===== config.mk =====
export PLATFORM = sky130hd
export DESIGN_NAME = sap1_ctrl
export DESIGN_NICKNAME = d
export VERILOG_FILES = /design/src/rtl/sap1_ctrl.sv
export SDC_FILE = /design/constraint.sdc
export NUM_CORES = 1
export LEC_CHECK = 0
export CORE_AREA = 10 10 47 49
export CTS_CLUSTER_DIAMETER = 200
export CTS_CLUSTER_SIZE = 28
export DETAILED_ROUTE_END_ITERATION = 12
export DIE_AREA = 0 0 57 59
export PLACE_DENSITY = 0.78
export SYNTH_ARGS = -nofsm -noshare
export SYNTH_HDL_FRONTEND = slang
export SYNTH_SLANG_ARGS = --single-unit

===== constraint.sdc =====
create_clock -name clk -period 2.2 [get_ports clk]
set_clock_uncertainty 0.1 [all_clocks]
set_input_delay 0.33 -clock clk [delete_from_list [all_inputs] [get_ports clk]]
set_output_delay 0.33 -clock clk [all_outputs]
set_load 0.01 [all_outputs]

===== src/rtl/sap1_ctrl.sv =====
// sap1_ctrl: SAP-1 controller-sequencer, one-hot T1..T6 ring plus opcode decode into the control word.
// Define SAP1_CTRL_STEP_EN to add a single-step input that gates ring advance and load strobes.
module sap1_ctrl #(
    parameter int T_STATES = 6
) (
    input  logic                clk,
    input  logic                clr_n,
`ifdef SAP1_CTRL_STEP_EN
    input  logic                step,
`endif
    input  logic [3:0]          opcode,
    output logic [T_STATES-1:0] t_state,
    output logic                cp,
    output logic                ep,
    output logic                lm,
    output logic                ce,
    output logic                li,
    output logic                ei,
    output logic                la,
    output logic                ea,
    output logic                su,
    output logic                eu,
    output logic                lb,
    output logic                lo,
    output logic                hlt
);
    typedef enum logic [5:0] {
        T1 = 6'b000001,
        T2 = 6'b000010,
        T3 = 6'b000100,
        T4 = 6'b001000,
        T5 = 6'b010000,
        T6 = 6'b100000
    } ring_t;

    ring_t ring, ring_nx;
    logic  hlt_nx, adv, stop, en, ld, mem, alu, out;

    always_ff @(posedge clk or negedge clr_n) begin
        if (!clr_n) begin
            ring <= T1;
            hlt  <= 1'b0;
        end else begin
            ring <= ring_nx;
            hlt  <= hlt_nx;
        end
    end

    always_comb begin
`ifdef SAP1_CTRL_STEP_EN
        adv = step & ~hlt;
`else
        adv = ~hlt;
`endif
        mem     = opcode == 4'b0000 || opcode == 4'b0001 || opcode == 4'b0010;
        alu     = opcode == 4'b0001 || opcode == 4'b0010;
        out     = opcode == 4'b1110;
        stop    = adv && ring == T4 && opcode == 4'b1111;
        hlt_nx  = hlt | stop;
        ring_nx = adv && !stop ? ring_t'({ring[4:0], ring[5]}) : ring;
        // bus enables survive a stall; loads only fire on an advancing edge
        en      = clr_n & ~hlt;
        ld      = en & adv;
        ep      = en & (ring == T1);
        cp      = ld & (ring == T2);
        lm      = ld & ((ring == T1) | ((ring == T4) & mem));
        ce      = en & ((ring == T3) | ((ring == T5) & mem));
        li      = ld & (ring == T3);
        ei      = en & (ring == T4) & mem;
        ea      = en & (ring == T4) & out;
        lo      = ld & (ring == T4) & out;
        lb      = ld & (ring == T5) & alu;
        la      = ld & (((ring == T5) & (opcode == 4'b0000)) | ((ring == T6) & alu));
        eu      = en & (ring == T6) & alu;
        su      = en & (ring == T6) & (opcode == 4'b0010);
    end

    assign t_state = ring;
endmodule


==> results.py, run 1 <==
metrics = {
    "run_status": {
        "run_status": "finished clean",
    },
    "synth": {
        "synth_most_common_cell": "nand2_1",
        "synth_top_family_by_area": "simple AND/OR/NAND/NOR gates",
        "ys_ff_latch": 7,
        "yosysTopAreaCell": "dfrtp_1",
        "netlist_top_cells_area": "dfrtp_1 30%, mux2_2 6.8%, nor3_1 6.0%, dfstp_2 5.3%, nand2_1 5.3%",
        "ys_seq_area_share_pct": 35.34,
        "syn_area_per_cell_um2": 8.607,
        "synth_edf_count": 0,
        "synth-main-ff-cell": "dfrtp_1",
        "synth_compound_area_share_pct": 16.54,
        "syn-cell-area_um2": 499.2,
        "yosys_warnings": 0,
        "synth_top_area_share_pct": 30.08,
        "syn_nets": 64,
        "synthAdderAreaFrac_pct": 0,
        "muxShareOfSynthArea_pct": 6.767,
        "synth_xor_area_share_pct": 1.754,
        "synth-simple-area-share_pct": 36.59,
        "synth_common_cells": "7 x nand2_1, 6 x dfrtp_1, 6 x nor3_1",
        "synthArstFlopShare_pct": 100.0,
        "netlist_instances": 58,
        "synth_cell_types": 29,
    },
    "placement": {
        "dp_slack_ns": -0.3760,
        "hpwl_mm": 1.396,
        "port-buffer-count": 24,
        "gp_congestion": 0.8568,
    },
    "sta": {
        "tightest_slew_ns": 0.2752,
        "final_hold_viol_count": 0,
        "fin_hold_ws_ns": 0.07616,
        "fmax_ghz": 0.4683,
        "min_period_ns": 2.135,
        "slew_viol_final": 0,
        "max-slew-margin-rel_pct": 81.65,
        "setup_ws_ns": 0.06477,
        "fin_setup_tns_ns": 0,
        "fin_crit_sh_pct": 97.06,
        "setup_viol": 0,
    },
    "drt": {
        "drc": 0,
        "wirelength_mm": 1.817,
        "wl_per_cell_um": 15.80,
        "antenna_left": 0,
        "dr.pass1.iters": 4,
        "num_vias": 610,
        "avgViaCountPerCell": 5.304,
        "drtIter0Drc": 11,
    },
    "die": {
        "core_mm2": 0.001401,
        "ios": 25,
        "placementRows": 14,
        "initial_core_util_pct": 35.63,
        "die_w_um": 57,
        "die_area_mm2": 0.003363,
        "die_h_um": 59,
    },
    "global_route": {
        "grt_overflow": 0,
        "grt_max_degree": 9,
        "antenna_found_initial": 0,
        "grt_pass1_wl_mm": 2.939,
        "grt_usage_pct": 10.66,
        "grt_pass1_vias": 661,
    },
    "flow_run": {
        "timing.max_cap.violations": 0,
    },
    "clock_network": {
        "clock_latency_ns": 0.25,
        "cts-buffers-inserted": 3,
        "clock-root-buffer": "clkbuf_4",
        "clock_path_buffers": 2,
        "cts_tree": "yes",
        "post_cts_buffers": 0,
        "cts_hold_buf": 0,
        "cts-htree-levels": 1,
        "cts.sink_count": 7,
        "clkTransAtPathRegs_ns": 0.05,
    },
    "final_layout": {
        "drive_gt1_share_pct": 37.37,
        "nFillCells": 140,
        "multiInputGateArea_um2": 377.9,
        "nNetsFinal": 106,
        "n_antenna_cell": 0,
        "post-route-util_pct": 66.52,
        "synthToLayoutAreaGrowth_pct": 86.72,
        "register_area_um2": 176.4,
    },
    "worst_setup_path": {
        "endpoint_kind": "output pin",
        "cp.arrival_ns": 1.71,
        "required_ns": 1.77,
        "critPathLaunchType": "flop",
        "cp_max_fo": 5,
        "crit_type": "reg -> out",
    },
    "power": {
        "p_leak_nw": 0.4087,
        "vdd_drop_max_mv": 0.2804,
        "p_per_area_mw_per_mm2": 300.4,
        "p_total_mw": 0.2800,
    },
    "hold_path": {
        "worst_hold_path_type": "in -> async",
    },
}
final cells by class:
cell class              instances  share of cell area, %
clock buffers                   4                  2.819
inverters                       3                  1.208
multi-input cells              47                  40.54
flip-flops and latches          7                  18.93
well taps                      16                  2.148
repair buffers                 38                  34.36
flip-flops by register name, indices dropped and copies added, names as in the netlist:
register,flops
t_state,6
hlt,1
cell usage in the layout, fill, tap and decap left out, drive strengths merged:
cell	instances
o41ai	1
and2b	1
nand2b	1
dfrtp	6
dfstp	1
clkbuf	4
a22oi	1
inv	3
clkdlybuf4s15	1
nand4	2
nand3	2
nor4	2
nor3	6
or4	1
buf	16
clkdlybuf4s50	9
a21oi	2
mux2	3
xnor2	1
a2bb2oi	1
o31ai	1
nor2b	1
dlygate4sd1	2
dlygate4sd2	10
a22o	1
o21ai	2
nor2	5
nor4b	2
or2b	1
a2111oi	1
and3	1
nand2	7
nand4b	1
kinds of logic after synthesis:
group                  after synthesis
buffers and inverters                4
AO/OA/AOI/OAI                       10
AND/OR/NAND/NOR                     33
flip-flops                           7
XOR/XNOR                             1
multiplexers                         3
stage by stage:
step           std cells  instance area [µm²]
5_1_grt              115                932.1
3_3_place_gp         111                860.8
3_5_place_dp         111                860.8
2_1_floorplan         58                499.2
4_1_cts              115                924.6
6_report             115                932.1
power by group:
group / total [mW] / switching (mW) / internal, mW
combinational: 0.0372 / 0.0187 / 0.0185
sequential: 0.129 / 0 / 0.129
clock: 0.114 / 0.0446 / 0.0690
total: 0.280 / 0.0634 / 0.217
metal layers:
| layer | part of all wire (%) | wire (µm) | vias up | GRT usage, % |
|---|---|---|---|---|
| met1 | 38 | 690 | 284 | 10.53 |
| met5 | 0 | 0 | - | 0 |
| li1 | - | - | 300 | - |
| met4 | 2.5 | 45 | 0 | 6.040 |
| met2 | 49 | 886 | 22 | 18.14 |
| met3 | 11 | 194 | 4 | 4.936 |
critical path, cell delays in order, from the launching register on:
cell and delay (ns):
dfstp_2 0.41, nor4_4 0.31, nand4b_1 0.19, nor4b_2 0.24, dlygate4sd2_1 0.30
what timing repair did:
item / 4_1_cts / 5_1_grt
gates resized for setup: 30 / 9
endpoints found under the setup margin: 12 / 7
pin swaps: 1 / 2
worst paths after layout:
kind                             from          to  slack [ns]  depth (start not counted)
max                        t_state[0]          ei        0.06                          4
min                             clr_n  t_state[5]        0.08                          2
max reg2reg                t_state[5]  t_state[4]        0.50                          4
min reg2reg                t_state[2]         hlt        0.55                          2
max in group asynchronous       clr_n  t_state[0]        1.68                          2
min in group clk           t_state[2]         hlt        0.55                          2
Note: power is estimated with default switching activity, not from simulation.
==> inputs of run 2 (changes only) <==
- SKIP_CTS_REPAIR_TIMING: default -> 1
==> results.py, run 2 (synthesis gave the netlist of run 1 again) <==
metrics = {
    "run_status": {
        "run_status": "finished clean",
    },
    "final_layout": {
        "largest_reg_flops": 6,
        "drive_gt1_share_pct": 37.00,
        "nNetsFinal": 107,
        "post-route-util_pct": 70.98,
        "synthToLayoutAreaGrowth_pct": 99.25,
        "final_area_um2": 994.7,
        "nFillCells": 115,
        "layout_common_cells": "14 x buf_4, 13 x dlymetal6s2s_1, 9 x clkdlybuf4s50_1",
        "n_antenna_cell": 0,
        "register_area_um2": 176.4,
        "multiInputGateArea_um2": 382.9,
        "final_common_cell": "buf_4",
    },
    "die": {
        "die_w_um": 57,
        "die_h_um": 59,
        "die_area_mm2": 0.003363,
        "ios": 25,
        "initial_core_util_pct": 35.63,
        "core_mm2": 0.001401,
        "placementRows": 14,
    },
    "drt": {
        "dr.pass1.iters": 4,
        "antenna_left": 0,
        "wl_per_cell_um": 15.81,
        "drtIter0Drc": 9,
        "wirelength_mm": 1.834,
        "avgViaCountPerCell": 5.457,
        "drc": 0,
        "num_vias": 633,
    },
    "sta": {
        "final_hold_viol_count": 0,
        "tightest_slew_ns": 0.2630,
        "max-slew-margin-rel_pct": 82.37,
        "fmax_ghz": 0.4827,
        "rsz0062_at_grt": "false",
        "fin_crit_sh_pct": 94.17,
        "setup_viol": 0,
        "setup_ws_ns": 0.1284,
        "min_period_ns": 2.072,
        "fin_setup_tns_ns": 0,
        "slew_viol_final": 0,
    },
    "worst_setup_path": {
        "worst_path_max_delay_cell": "dfrtp_1",
        "path_cells": "nor4_4 -> nand4b_1 -> buf_4 -> nor3_1 -> clkbuf_2",
        "worst-path-buf-inv": 2,
        "timing.critical_path.slowest_cell_delay_ns": 0.41,
        "crit_type": "reg -> out",
        "required_ns": 1.77,
        "cp_max_fo": 2,
        "endpoint_kind": "output pin",
        "critPathLaunchType": "flop",
        "cp.arrival_ns": 1.64,
        "critical-path-top-delay-family": "simple AND/OR/NAND/NOR gates",
    },
    "placement": {
        "port-buffer-count": 24,
        "dpl_cell_area_um2": 860.8,
        "gp_congestion": 0.8568,
        "hpwl_mm": 1.396,
        "dp_slack_ns": -0.3760,
    },
    "global_route": {
        "grt_usage_pct": 10.52,
        "grt_pass1_wl_mm": 2.925,
        "antenna_found_initial": 0,
        "grt_pass1_vias": 651,
        "grt_overflow": 0,
        "grt_max_degree": 9,
    },
    "clock_network": {
        "clkTransAtPathRegs_ns": 0.05,
        "clock_path_buffers": 2,
        "cts-buffers-inserted": 3,
        "cts_tree": "yes",
        "cts.sink_count": 7,
        "cts-htree-levels": 1,
        "clock_latency_ns": 0.25,
        "clock-root-buffer": "clkbuf_4",
    },
    "power": {
        "p_leak_nw": 0.5781,
        "p_per_area_mw_per_mm2": 285.6,
        "vdd_drop_max_mv": 0.2848,
    },
    "hold_path": {
        "worst_hold_path_type": "in -> async",
    },
    "flow_run": {
        "timing.max_cap.violations": 0,
    },
}
[run 2: cell count changes in the layout (fill, tap and decap cells not counted), sizes merged]
cell	previous run	this run
dlymetal6s2s	0	13
dlygate4sd2	10	0
dlygate4sd3	0	1
clkbuf	4	6
clkdlybuf4s15	1	0
dlygate4sd1	2	0
buf	16	14
[run 2: final cells by class]
class	instances	share of cell area, %
clock buffers	4	2.642
well taps	16	2.013
repair buffers	39	37.99
multi-input cells	47	38.49
flip-flops and latches	7	17.74
inverters	3	1.132
[run 2: metal layers]
metal  vias up  track usage (%)  share of wire (%)
met5         -                0                  0
met3         2            4.936                 10
met2        22            17.52                 51
li1        305                -                  -
met4         0            5.034                1.1
met1       304            10.99                 37
[run 2: worst register-to-register path, cell delays in order (launching register included)]
cell     delay (ns)
dfrtp_1        0.41
buf_4          0.18
or4_4          0.56
o31ai_2        0.23
a22oi_1        0.11
[run 2: final timing paths]
check,startpoint,endpoint,slack [ns],cells after the start
hold reg to reg,t_state[2],hlt,0.55,2
max in group asynchronous,clr_n,t_state[5],1.38,3
setup / recovery,t_state[5],lo,0.13,5
setup reg to reg,t_state[5],t_state[4],0.49,4
hold / removal,clr_n,t_state[4],0.01,2
min in group clk,opcode[2],hlt,0.51,3
[run 2: power breakdown]
| group | switching (mW) | internal (mW) | total [mW] |
|---|---|---|---|
| registers | 0 | 0.129 | 0.129 |
| clock network | 0.0444 | 0.0690 | 0.113 |
| logic | 0.0194 | 0.0222 | 0.0416 |
[run 2: stage by stage]
stage                     power (mW)  hold WS [ns]  instances
after floorplan               0.1408      -0.06559         58
after global placement        0.1632        0.5016        111
after detailed placement      0.1639        0.5122        111
after CTS                     0.2812        0.3275        115
after global routing          0.2961       0.02959        116
final                         0.2841       0.01499        116
